[config.mk]
export PLATFORM = sky130hd
export DESIGN_NAME = bus_map_arbiter_ws
export DESIGN_NICKNAME = d
export VERILOG_FILES = /design/src/rtl/bus_map_pkg.sv /design/src/rtl/bus_map_arbiter_ws_addr_window_match.sv /design/src/rtl/bus_map_arbiter_ws.sv
export SDC_FILE = /design/constraint.sdc
export NUM_CORES = 1
export LEC_CHECK = 0
export ABC_AREA = 0
export CAP_MARGIN = 40
export CORE_MARGIN = 1
export CORE_UTILIZATION = 44
export DETAILED_ROUTE_END_ITERATION = 16
export PLACE_DENSITY = 0.93
export SETUP_SLACK_MARGIN = 0.4
export SYNTH_ARGS = -nofsm -noshare
export SYNTH_HDL_FRONTEND = slang
export SYNTH_SLANG_ARGS = --single-unit
[constraint.sdc]
create_clock -name clk -period 4.9 [get_ports clk]
set_input_delay 0.49 -clock clk [delete_from_list [all_inputs] [get_ports clk]]
set_output_delay 0.49 -clock clk [all_outputs]
set_load 0.05 [all_outputs]
[src/rtl/bus_map_pkg.sv]
// ---------------------------------------------------------------------------
// bus_map_pkg
// Shared types and constants for the registered load/store memory-map decoder.
//   state_e       : decoder FSM states (IDLE, ACCESS, RESP, ERR)
//   *_BASE/*_LIMIT: default device windows (data, program, GPIO, UART)
//   clog2()       : index width helper, never returns less than 1
// ---------------------------------------------------------------------------
package bus_map_pkg;

    typedef enum logic [1:0] {
        IDLE   = 2'd0,
        ACCESS = 2'd1,
        RESP   = 2'd2,
        ERR    = 2'd3
    } state_e;

    localparam logic [31:0] DMEM_BASE  = 32'h1001_0000;
    localparam logic [31:0] DMEM_LIMIT = 32'h1001_00FF;
    localparam logic [31:0] PMEM_BASE  = 32'h0040_0000;
    localparam logic [31:0] PMEM_LIMIT = 32'h0040_FFFF;
    localparam logic [31:0] GPIO_BASE  = 32'h1001_0100;
    localparam logic [31:0] GPIO_LIMIT = 32'h1001_0107;
    localparam logic [31:0] UART_BASE  = 32'h1001_0108;
    localparam logic [31:0] UART_LIMIT = 32'h1001_011F;

    // Width needed to index n items; a single item still gets one bit.
    function automatic int clog2(input int n);
        int w;
        w = 1;
        while ((1 << w) < n) begin
            w = w + 1;
        end
        return w;
    endfunction

endpackage

[src/rtl/bus_map_arbiter_ws_addr_window_match.sv]
// ---------------------------------------------------------------------------
// addr_window_match
// Compares one address against a single inclusive [base, limit] window.
//   addr_i   : byte address from the master
//   base_i   : window base address
//   limit_i  : inclusive window upper bound
//   hit_o    : 1 when base_i <= addr_i <= limit_i (unsigned)
//   offset_o : word offset inside the window, (addr_i - base_i) >> 2
// ---------------------------------------------------------------------------
module addr_window_match
    import bus_map_pkg::*;
#(
    parameter int ADDR_W = 32
) (
    input  logic [ADDR_W-1:0] addr_i,
    input  logic [ADDR_W-1:0] base_i,
    input  logic [ADDR_W-1:0] limit_i,
    output logic              hit_o,
    output logic [ADDR_W-1:0] offset_o
);

    logic [ADDR_W-1:0] diff;

    // Full-width subtraction; the offset is only meaningful when hit_o is set.
    assign diff     = addr_i - base_i;
    assign hit_o    = (addr_i >= base_i) && (addr_i <= limit_i);
    assign offset_o = {2'b00, diff[ADDR_W-1:2]};

endmodule

[src/rtl/bus_map_arbiter_ws.sv]
// ---------------------------------------------------------------------------
// bus_map_arbiter_ws
// Registered memory-map decoder between the core load/store port and N_SLV
// memory-mapped devices, with per-slave wait states, read-only windows and
// a decode-error response.
// Optional feature: define BUS_TIMEOUT_EN to abort an ACCESS that waits
// TIMEOUT_CYC cycles without s_ready (answered with m_err=1).
//
// Ports
//   clk, rst_n       : clock, asynchronous active-low reset
//   m_req/m_we       : master request (sampled in IDLE only) / write flag
//   m_addr/m_wdata   : master byte address / write data
//   m_rdata          : read data, valid while m_ready=1
//   m_ready/m_err    : one-cycle completion strobe / error flag
//   s_sel            : one-hot slave select (all-zero when idle)
//   s_we             : write enable to the selected slave
//   s_addr/s_wdata   : word offset inside the window / write data
//   s_rdata/s_ready  : flattened slave read data / per-slave completion
// ---------------------------------------------------------------------------
module bus_map_arbiter_ws
    import bus_map_pkg::*;
#(
    parameter int                        N_SLV       = 4,
    parameter int                        ADDR_W      = 32,
    parameter int                        DATA_W      = 32,
    parameter logic [N_SLV*ADDR_W-1:0]   SLV_BASE    = {UART_BASE, GPIO_BASE, PMEM_BASE, DMEM_BASE},
    parameter logic [N_SLV*ADDR_W-1:0]   SLV_LIMIT   = {UART_LIMIT, GPIO_LIMIT, PMEM_LIMIT, DMEM_LIMIT},
    parameter logic [N_SLV-1:0]          RO_MASK     = 4'b0010,
    parameter int                        TIMEOUT_CYC = 16
) (
    input  logic                    clk,
    input  logic                    rst_n,
    input  logic                    m_req,
    input  logic                    m_we,
    input  logic [ADDR_W-1:0]       m_addr,
    input  logic [DATA_W-1:0]       m_wdata,
    output logic [DATA_W-1:0]       m_rdata,
    output logic                    m_ready,
    output logic                    m_err,
    output logic [N_SLV-1:0]        s_sel,
    output logic                    s_we,
    output logic [ADDR_W-1:0]       s_addr,
    output logic [DATA_W-1:0]       s_wdata,
    input  logic [N_SLV*DATA_W-1:0] s_rdata,
    input  logic [N_SLV-1:0]        s_ready
);

    localparam int IDX_W = clog2(N_SLV);

    // ------------------------------------------------------------ decode --
    logic [N_SLV-1:0]  win_hit;
    logic [ADDR_W-1:0] win_off [N_SLV];

    generate
        for (genvar gi = 0; gi < N_SLV; gi++) begin : g_win
            addr_window_match #(
                .ADDR_W (ADDR_W)
            ) u_match (
                .addr_i   (m_addr),
                .base_i   (SLV_BASE[gi*ADDR_W +: ADDR_W]),
                .limit_i  (SLV_LIMIT[gi*ADDR_W +: ADDR_W]),
                .hit_o    (win_hit[gi]),
                .offset_o (win_off[gi])
            );
        end
    endgenerate

    logic              any_hit;
    logic [IDX_W-1:0]  hit_idx;
    logic [N_SLV-1:0]  hit_onehot;
    logic [ADDR_W-1:0] hit_off;
    logic              ro_viol;

    // Priority encoder: scanning from the top down lets the lowest matching
    // index overwrite the others, so overlapping windows resolve to it.
    always_comb begin
        any_hit    = |win_hit;
        hit_idx    = '0;
        hit_onehot = '0;
        hit_off    = '0;
        for (int i = N_SLV - 1; i >= 0; i--) begin
            if (win_hit[i]) begin
                hit_idx       = IDX_W'(i);
                hit_onehot    = '0;
                hit_onehot[i] = 1'b1;
                hit_off       = win_off[i];
            end
        end
        ro_viol = m_we && RO_MASK[hit_idx];
    end

    // ------------------------------------------------------------- state --
    state_e            state_q;
    logic [IDX_W-1:0]  idx_q;
    logic              we_q;
    logic [ADDR_W-1:0] off_q;
    logic [DATA_W-1:0] wdata_q;
    logic [DATA_W-1:0] rdata_q;
    logic              ready_q;
    logic              err_q;
    logic [N_SLV-1:0]  sel_q;
    logic              swe_q;

    logic              cur_ready;
    logic [DATA_W-1:0] cur_rdata;

    // Only the latched slave is listened to; pulses from others are ignored.
    assign cur_ready = s_ready[idx_q];
    assign cur_rdata = s_rdata[int'(idx_q)*DATA_W +: DATA_W];

`ifdef BUS_TIMEOUT_EN
    localparam int CNT_W = clog2(TIMEOUT_CYC + 1);
    logic [CNT_W-1:0] cnt_q;
`endif

    always_ff @(posedge clk or negedge rst_n) begin
        if (!rst_n) begin
            state_q <= IDLE;
            idx_q   <= '0;
            we_q    <= 1'b0;
            off_q   <= '0;
            wdata_q <= '0;
            rdata_q <= '0;
            ready_q <= 1'b0;
            err_q   <= 1'b0;
            sel_q   <= '0;
            swe_q   <= 1'b0;
`ifdef BUS_TIMEOUT_EN
            cnt_q   <= '0;
`endif
        end else begin
            // Completion strobes are single-cycle by default.
            ready_q <= 1'b0;
            err_q   <= 1'b0;
            case (state_q)
                IDLE: begin
                    if (m_req) begin
                        idx_q   <= hit_idx;
                        we_q    <= m_we;
                        off_q   <= hit_off;
                        wdata_q <= m_wdata;
                        if (!any_hit || ro_viol) begin
                            state_q <= ERR;
                            ready_q <= 1'b1;
                            err_q   <= 1'b1;
                            rdata_q <= '0;
                        end else begin
                            state_q <= ACCESS;
                            sel_q   <= hit_onehot;
                            swe_q   <= m_we;
`ifdef BUS_TIMEOUT_EN
                            cnt_q   <= '0;
`endif
                        end
                    end
                end
                ACCESS: begin
                    if (cur_ready) begin
                        state_q <= RESP;
                        ready_q <= 1'b1;
                        rdata_q <= we_q ? '0 : cur_rdata;
                        sel_q   <= '0;
                        swe_q   <= 1'b0;
                    end
`ifdef BUS_TIMEOUT_EN
                    // A ready in the limit cycle is handled above and wins.
                    else if (cnt_q == CNT_W'(TIMEOUT_CYC - 1)) begin
                        state_q <= ERR;
                        ready_q <= 1'b1;
                        err_q   <= 1'b1;
                        rdata_q <= '0;
                        sel_q   <= '0;
                        swe_q   <= 1'b0;
                    end else begin
                        cnt_q   <= cnt_q + 1'b1;
                    end
`endif
                end
                RESP:    state_q <= IDLE;
                ERR:     state_q <= IDLE;
                default: state_q <= IDLE;
            endcase
        end
    end

    assign m_rdata = rdata_q;
    assign m_ready = ready_q;
    assign m_err   = err_q;
    assign s_sel   = sel_q;
    assign s_we    = swe_q;
    assign s_addr  = off_q;
    assign s_wdata = wdata_q;

endmodule

After elaboration in Yosys (flattened, before gate mapping)
Index checks and enable logic that the tools add are counted.
{"block": "totals", "register_bits": 108, "inputBits": 200, "output_inout_bits": 103, "word_cells": 85}
{"block": "classes", "add_sub_neg": 4, "n_lt_le_gt_ge": 10, "eq_ne": 7, "shifts": 1, "muxes": 38, "n_reduce_logical": 15}
{"cell": "$mux 32", "n": 7}
{"cell": "$shiftx 128x8->32", "n": 1}
{"cell": "$ge 32x29->1 const B", "n": 3}
{"cell": "$le 32x29->1 const B", "n": 3}
{"cell": "$sub 32x29->32 const B", "n": 3}
{"cell": "$pmux 32 s2", "n": 1}
{"cell": "$ge 32x23->1 const B", "n": 1}
{"cell": "$le 32x23->1 const B", "n": 1}
{"cell": "$sub 32x23->32 const B", "n": 1}
{"cell": "$mux 30", "n": 1}
{"cell": "$mux 4", "n": 7}
{"cell": "$mux 2", "n": 7}
{"cell": "$mux 1", "n": 9}
{"cell": "$ne 2x2->1 const B", "n": 4}
{"cell": "$pmux 4 s2", "n": 1}
{"cell": "$reduce_and 4->1", "n": 2}
{"cell": "$lt 2x3->1 const B", "n": 2}
{"cell": "$pmux 2 s3", "n": 1}
{"cell": "$logic_and 1x1->1", "n": 5}
{"cell": "$bmux 1 s2", "n": 2}
{"cell": "$eq 2x2->1 const B", "n": 2}
{"cell": "$pmux 1 s2", "n": 2}
{"cell": "$reduce_and 2->1", "n": 2}
{"cell": "$reduce_or 4->1", "n": 1}
{"cell": "other kinds (6)", "n": 6}

Logic depth before layout (Yosys ltp)
{"block": "logic_depth", "depth_word": 13, "ltp_mapped": 13, "ltp_nobuf": 9}

Cells and area by module
Synthesis repeated with hierarchy kept, for this count alone.
{"block": "hier_totals", "hier_cells": 2043, "hier_area_um2": 16340.7}
{"mod": "bus_map_arbiter_ws", "instances": 1, "cells_per_inst": 517, "area_per_inst_um2": 5910.7, "seq_area_each_um2": 2702.6}
{"mod": "addr_window_match (g_win[1].u_match ...)", "instances": 2, "cells_per_inst": 391, "area_per_inst_um2": 2621.3, "seq_area_each_um2": 0.0}
{"mod": "addr_window_match (g_win[0].u_match)", "instances": 1, "cells_per_inst": 399, "area_per_inst_um2": 2752.6, "seq_area_each_um2": 0.0}
{"mod": "addr_window_match (g_win[3].u_match)", "instances": 1, "cells_per_inst": 345, "area_per_inst_um2": 2434.8, "seq_area_each_um2": 0.0}

Worst setup path after synthesis
Ideal clock, no wire load.
{"block": "synth_path", "path_type": "input -> register", "start": "input m_addr[3]", "end": "register off_q[14], in the netlist s_addr[14]", "setup_ns": 0.092, "t_arrival_ns": 2.793, "required_ns": 4.808, "path_slack_ns": 2.015, "path_stages": 10, "n_path_buf": 1, "cell_sequence": "inv_1 ha_1 or4b_4 or4_4 nor4_4 nor3_4 or2_0 buf_2 o311a_1 o31ai_2"}
{"block": "synth_via", "elab_chain_cells": 6, "elab_cells_between_ends": 20, "cone_classes": "4 x add/sub; 8 x order compare; 4 x mux; 4 x reduce/logical"}
{"element": "from (decl)", "line": "bus_map_arbiter_ws.sv:35", "text": "input logic [ADDR_W-1:0] m_addr,"}
{"element": "$ge 32x29->1 / $le 32x29->1 (equally long branches)", "line": "bus_map_arbiter_ws_addr_window_match.sv:26", "text": "assign hit_o = (addr_i >= base_i) && (addr_i <= limit_i);"}
{"element": "$logic_and 1x1->1", "line": "bus_map_arbiter_ws_addr_window_match.sv:26"}
{"element": "$mux 30", "line": "bus_map_arbiter_ws.sv:82", "text": "if (win_hit[i]) begin"}
{"element": "$mux 32 (2 in a row)", "line": "bus_map_arbiter_ws.sv:82"}
{"element": "$mux 32 (*)", "line": "bus_map_arbiter_ws.sv:82"}
{"element": "to (signal assigned)", "line": "bus_map_arbiter_ws.sv:140", "text": "off_q <= hit_off;"}
{"element": "to (decl)", "line": "bus_map_arbiter_ws.sv:96", "text": "logic [ADDR_W-1:0] off_q;"}
Mark *: on every way between the ends. The rest lies on a longest branch, timed or not.
A chain may end at the register's enable or synchronous reset.

Worst setup path in the final report
{"block": "layout_path", "start": "input m_addr[14]", "end": "register off_q[17], in the netlist s_addr[17]"}
The elaborated chain is that of the path after synthesis.

==> flow_metrics.env <==
export IMPL_insertion_delay_ns=0.34
export IMPL_first_global_vias=6506
export IMPL_synth_edf_count=0
export IMPL_path_max_fanout=17
export IMPL_yosysSeqAreaShare_pct=43.0
export IMPL_fin_crit_sh_pct=71.5
export IMPL_drc=0
export IMPL_cp_arrival_ns=3.73
export IMPL_die_area_um2=14500
export IMPL_grt_max_degree=73
export IMPL_critPathKind="in2reg"
export IMPL_hold_viol=0
export IMPL_nFillCells=972
export IMPL_p_leak_nw=3.89
export IMPL_synth_warnings=0
export IMPL_grt_overflow_total=0
export IMPL_ctsRootBufferMaster="clkbuf_16"
export IMPL_layoutNonFillerInstCount=1071
export IMPL_finalNetCount=1099
export IMPL_clk_pin_slew_ns=0.07
export IMPL_hold_path_class="in2async"
export IMPL_post_route_cell_area_um2=9570
export IMPL_place_congestion=0.944
export IMPL_rsz0062_at_grt="false"
export IMPL_area_growth_synth_to_final_pct=55.2
export IMPL_layout_common_cells="clkdlybuf4s50_1, nand2_1, dfrtp_1"
export IMPL_first_iter_violations=549
export IMPL_rrSetupSlack_ns=2.22
export IMPL_wl_um=22300
export IMPL_synth_async_reset_ratio_pct=100
export IMPL_synth_area_per_cell_um2=10.1
export IMPL_place_area_um2=9270
export IMPL_cts_setup_buffers=0
export IMPL_clock_sinks=106
export IMPL_grt_pass1_wl_um=34200
export IMPL_layout_commonest_cell="clkdlybuf4s50_1"
export IMPL_setup_viol=0
export IMPL_coreArea_um2=13500
export IMPL_cap_viol_max_count=0
export IMPL_cts_resized=0
export IMPL_cts_htree_levels=3
export IMPL_synthFlopType="dfrtp_1"
export IMPL_synth_distinct_cells=74
export IMPL_antenna_found_initial=2
export IMPL_wire_per_inst_um=20.8
export IMPL_syn_area_um2=6160
export IMPL_crit_required_ns=5.13
export IMPL_worstMarginPinSlew_ns=0.778
export IMPL_vias=6328
export IMPL_peakVddDrop_mv=0.354
export IMPL_fp_dieH_um=120
export IMPL_io_pins=303
export IMPL_max_slew_margin_pct=48.1
export IMPL_outcome="finished, final reports clean"
export IMPL_setup_tns_ns=0
export IMPL_portBuffers=300
export IMPL_synth_top_cell_area_share_pct=43.0
export IMPL_min_period_ns=3.50
export IMPL_dp_cells=1053
export IMPL_end_kind="register"
export IMPL_power_density_nw_per_um2=537
export IMPL_hpwl_um=17500
export IMPL_final_antenna_net_count=0
export IMPL_row_count=42
export IMPL_slew_viol_final=0
export IMPL_grtUsageTotal_pct=31.0
export IMPL_clock_path_buffers=2
export IMPL_initial_core_util_pct=45.8
export IMPL_yosys_area_top_type="dfrtp_1"
export IMPL_ys_seq_elements=106
export IMPL_drive_gt1_share_pct=9.74
export IMPL_fin_worst_skew_ns=0.00627
export IMPL_startpoint_type="input port"
export IMPL_drt_pass1_iterations=7
export IMPL_synthCells=610
export IMPL_numCtsBuffers=9
export IMPL_hold_buffers=0
export IMPL_p_total_w=0.00514
export IMPL_cts_tree="yes"
export IMPL_synth_area_top_cells="dfrtp_1, mux4_2, nand2_1, a22o_1, ha_1"
export IMPL_die_w_um=120
export IMPL_max_freq_mhz=286
export IMPL_viasPerCell=5.91
where the power goes:
group          internal (W)  switching (W)  total [W]
logic               0.00103        0.00194    0.00297
registers           0.00123       0.000218    0.00145
clock network      0.000380       0.000339   0.000719
total               0.00264        0.00250    0.00514
Yosys cell counts (all sizes together), types with 2 or more instances:
| cell type | number |
|---|---|
| o31ai | 7 |
| o21ai | 33 |
| ha | 11 |
| o21a | 5 |
| nor3 | 22 |
| and3 | 3 |
| xnor2 | 4 |
| o41a | 2 |
| buf | 16 |
| nand3 | 11 |
| clkbuf | 26 |
| o211ai | 4 |
| a311oi | 2 |
| nand2b | 4 |
| o311a | 2 |
| o311ai | 2 |
| or4 | 2 |
| dfrtp | 106 |
| o221ai | 2 |
| nor2 | 32 |
| nand4 | 4 |
| o2bb2ai | 2 |
| o32a | 4 |
| nor4 | 7 |
| a22o | 32 |
| a41oi | 2 |
| a32o | 4 |
| nand2 | 134 |
| inv | 14 |
| or2 | 5 |
| a221oi | 2 |
| a21oi | 18 |
| a31oi | 9 |
| xor2 | 3 |
| and2 | 5 |
| o31a | 3 |
| mux4 | 33 |
| o41ai | 3 |
| nor4b | 3 |
| a211oi | 5 |
| or3 | 8 |
final cells by class:
type                    count  area [µm²]  share of cell area, %
inverters                  14        52.6                  0.549
multi-input cells         449        3280                   34.3
flip-flops and latches    106        2650                   27.7
well taps                 176         220                   2.30
clock inverters             5        43.8                  0.458
clock buffers              11         253                   2.64
repair buffers            308        3060                   32.0
diodes                      2        5.00                 0.0523
worst max-delay path, cell delays in order:
cell and delay, ns:
clkdlybuf4s50_1 0.56, nor3_1 0.67, and2_1 0.25, a41oi_1 0.31, or3_1 0.54, o21ai_2 0.35
nor3_1 0.16, o32a_1 0.38
sequential cells by signal (all words and copies together) (netlist names):
name     flops
idx_q        2
state_q      2
s_we         1
we_q         1
m_ready      1
m_rdata     32
s_addr      30
s_sel        4
s_wdata     32
m_err        1
cells by family (layout without fill, tap and decap cells):
family,Yosys count,count (layout),share of synthesized area (%)
buffers and inverters,56,338,3.90
xor gates and xnor gates,7,7,0.995
other,1,4,0.0608
DFF,106,106,43.0
AOI/OAI and AO/OA,150,150,18.6
adders and majority gates,11,11,2.23
and+or+nand+nor,245,245,19.0
muxes,34,34,12.2
layer usage:
metal / vias up / GRT usage [%] / routed length (µm)
li1: 2819 / - / -
met1: 3032 / 35.3 / 8080
met2: 409 / 54.6 / 11200
met3: 68 / 7.92 / 2180
met4: 0 / 13.7 / 794
met5: - / 0 / 0
stage by stage:
step | utilization, % | hold slack, ns | setup WS [ns]
2_1_floorplan | - | 0.194 | 2.02
3_3_place_gp | 68.9 | 0.456 | 1.15
3_5_place_dp | 68.9 | 0.461 | 1.12
4_1_cts | 71.1 | 0.233 | 1.47
5_1_grt | 71.1 | 0.260 | 1.23
6_report | 71.1 | 0.194 | 1.40
final timing paths:
path                                    startpoint                       to  cells past startpoint
setup / recovery                        m_addr[14]   s_addr[17]$_DFFE_PN0P_                      8
hold / removal                               rst_n  s_wdata[18]$_DFFE_PN0P_                      1
setup reg to reg              idx_q[1]$_DFFE_PN0P_  m_rdata[13]$_DFFE_PN0P_                      8
hold reg to reg            s_wdata[23]$_DFFE_PN0P_  s_wdata[23]$_DFFE_PN0P_                      2
max in group asynchronous                    rst_n     idx_q[0]$_DFFE_PN0P_                      2
min in group clk           s_wdata[23]$_DFFE_PN0P_  s_wdata[23]$_DFFE_PN0P_                      2
No activity file was read; power rests on OpenSTA's default activity.
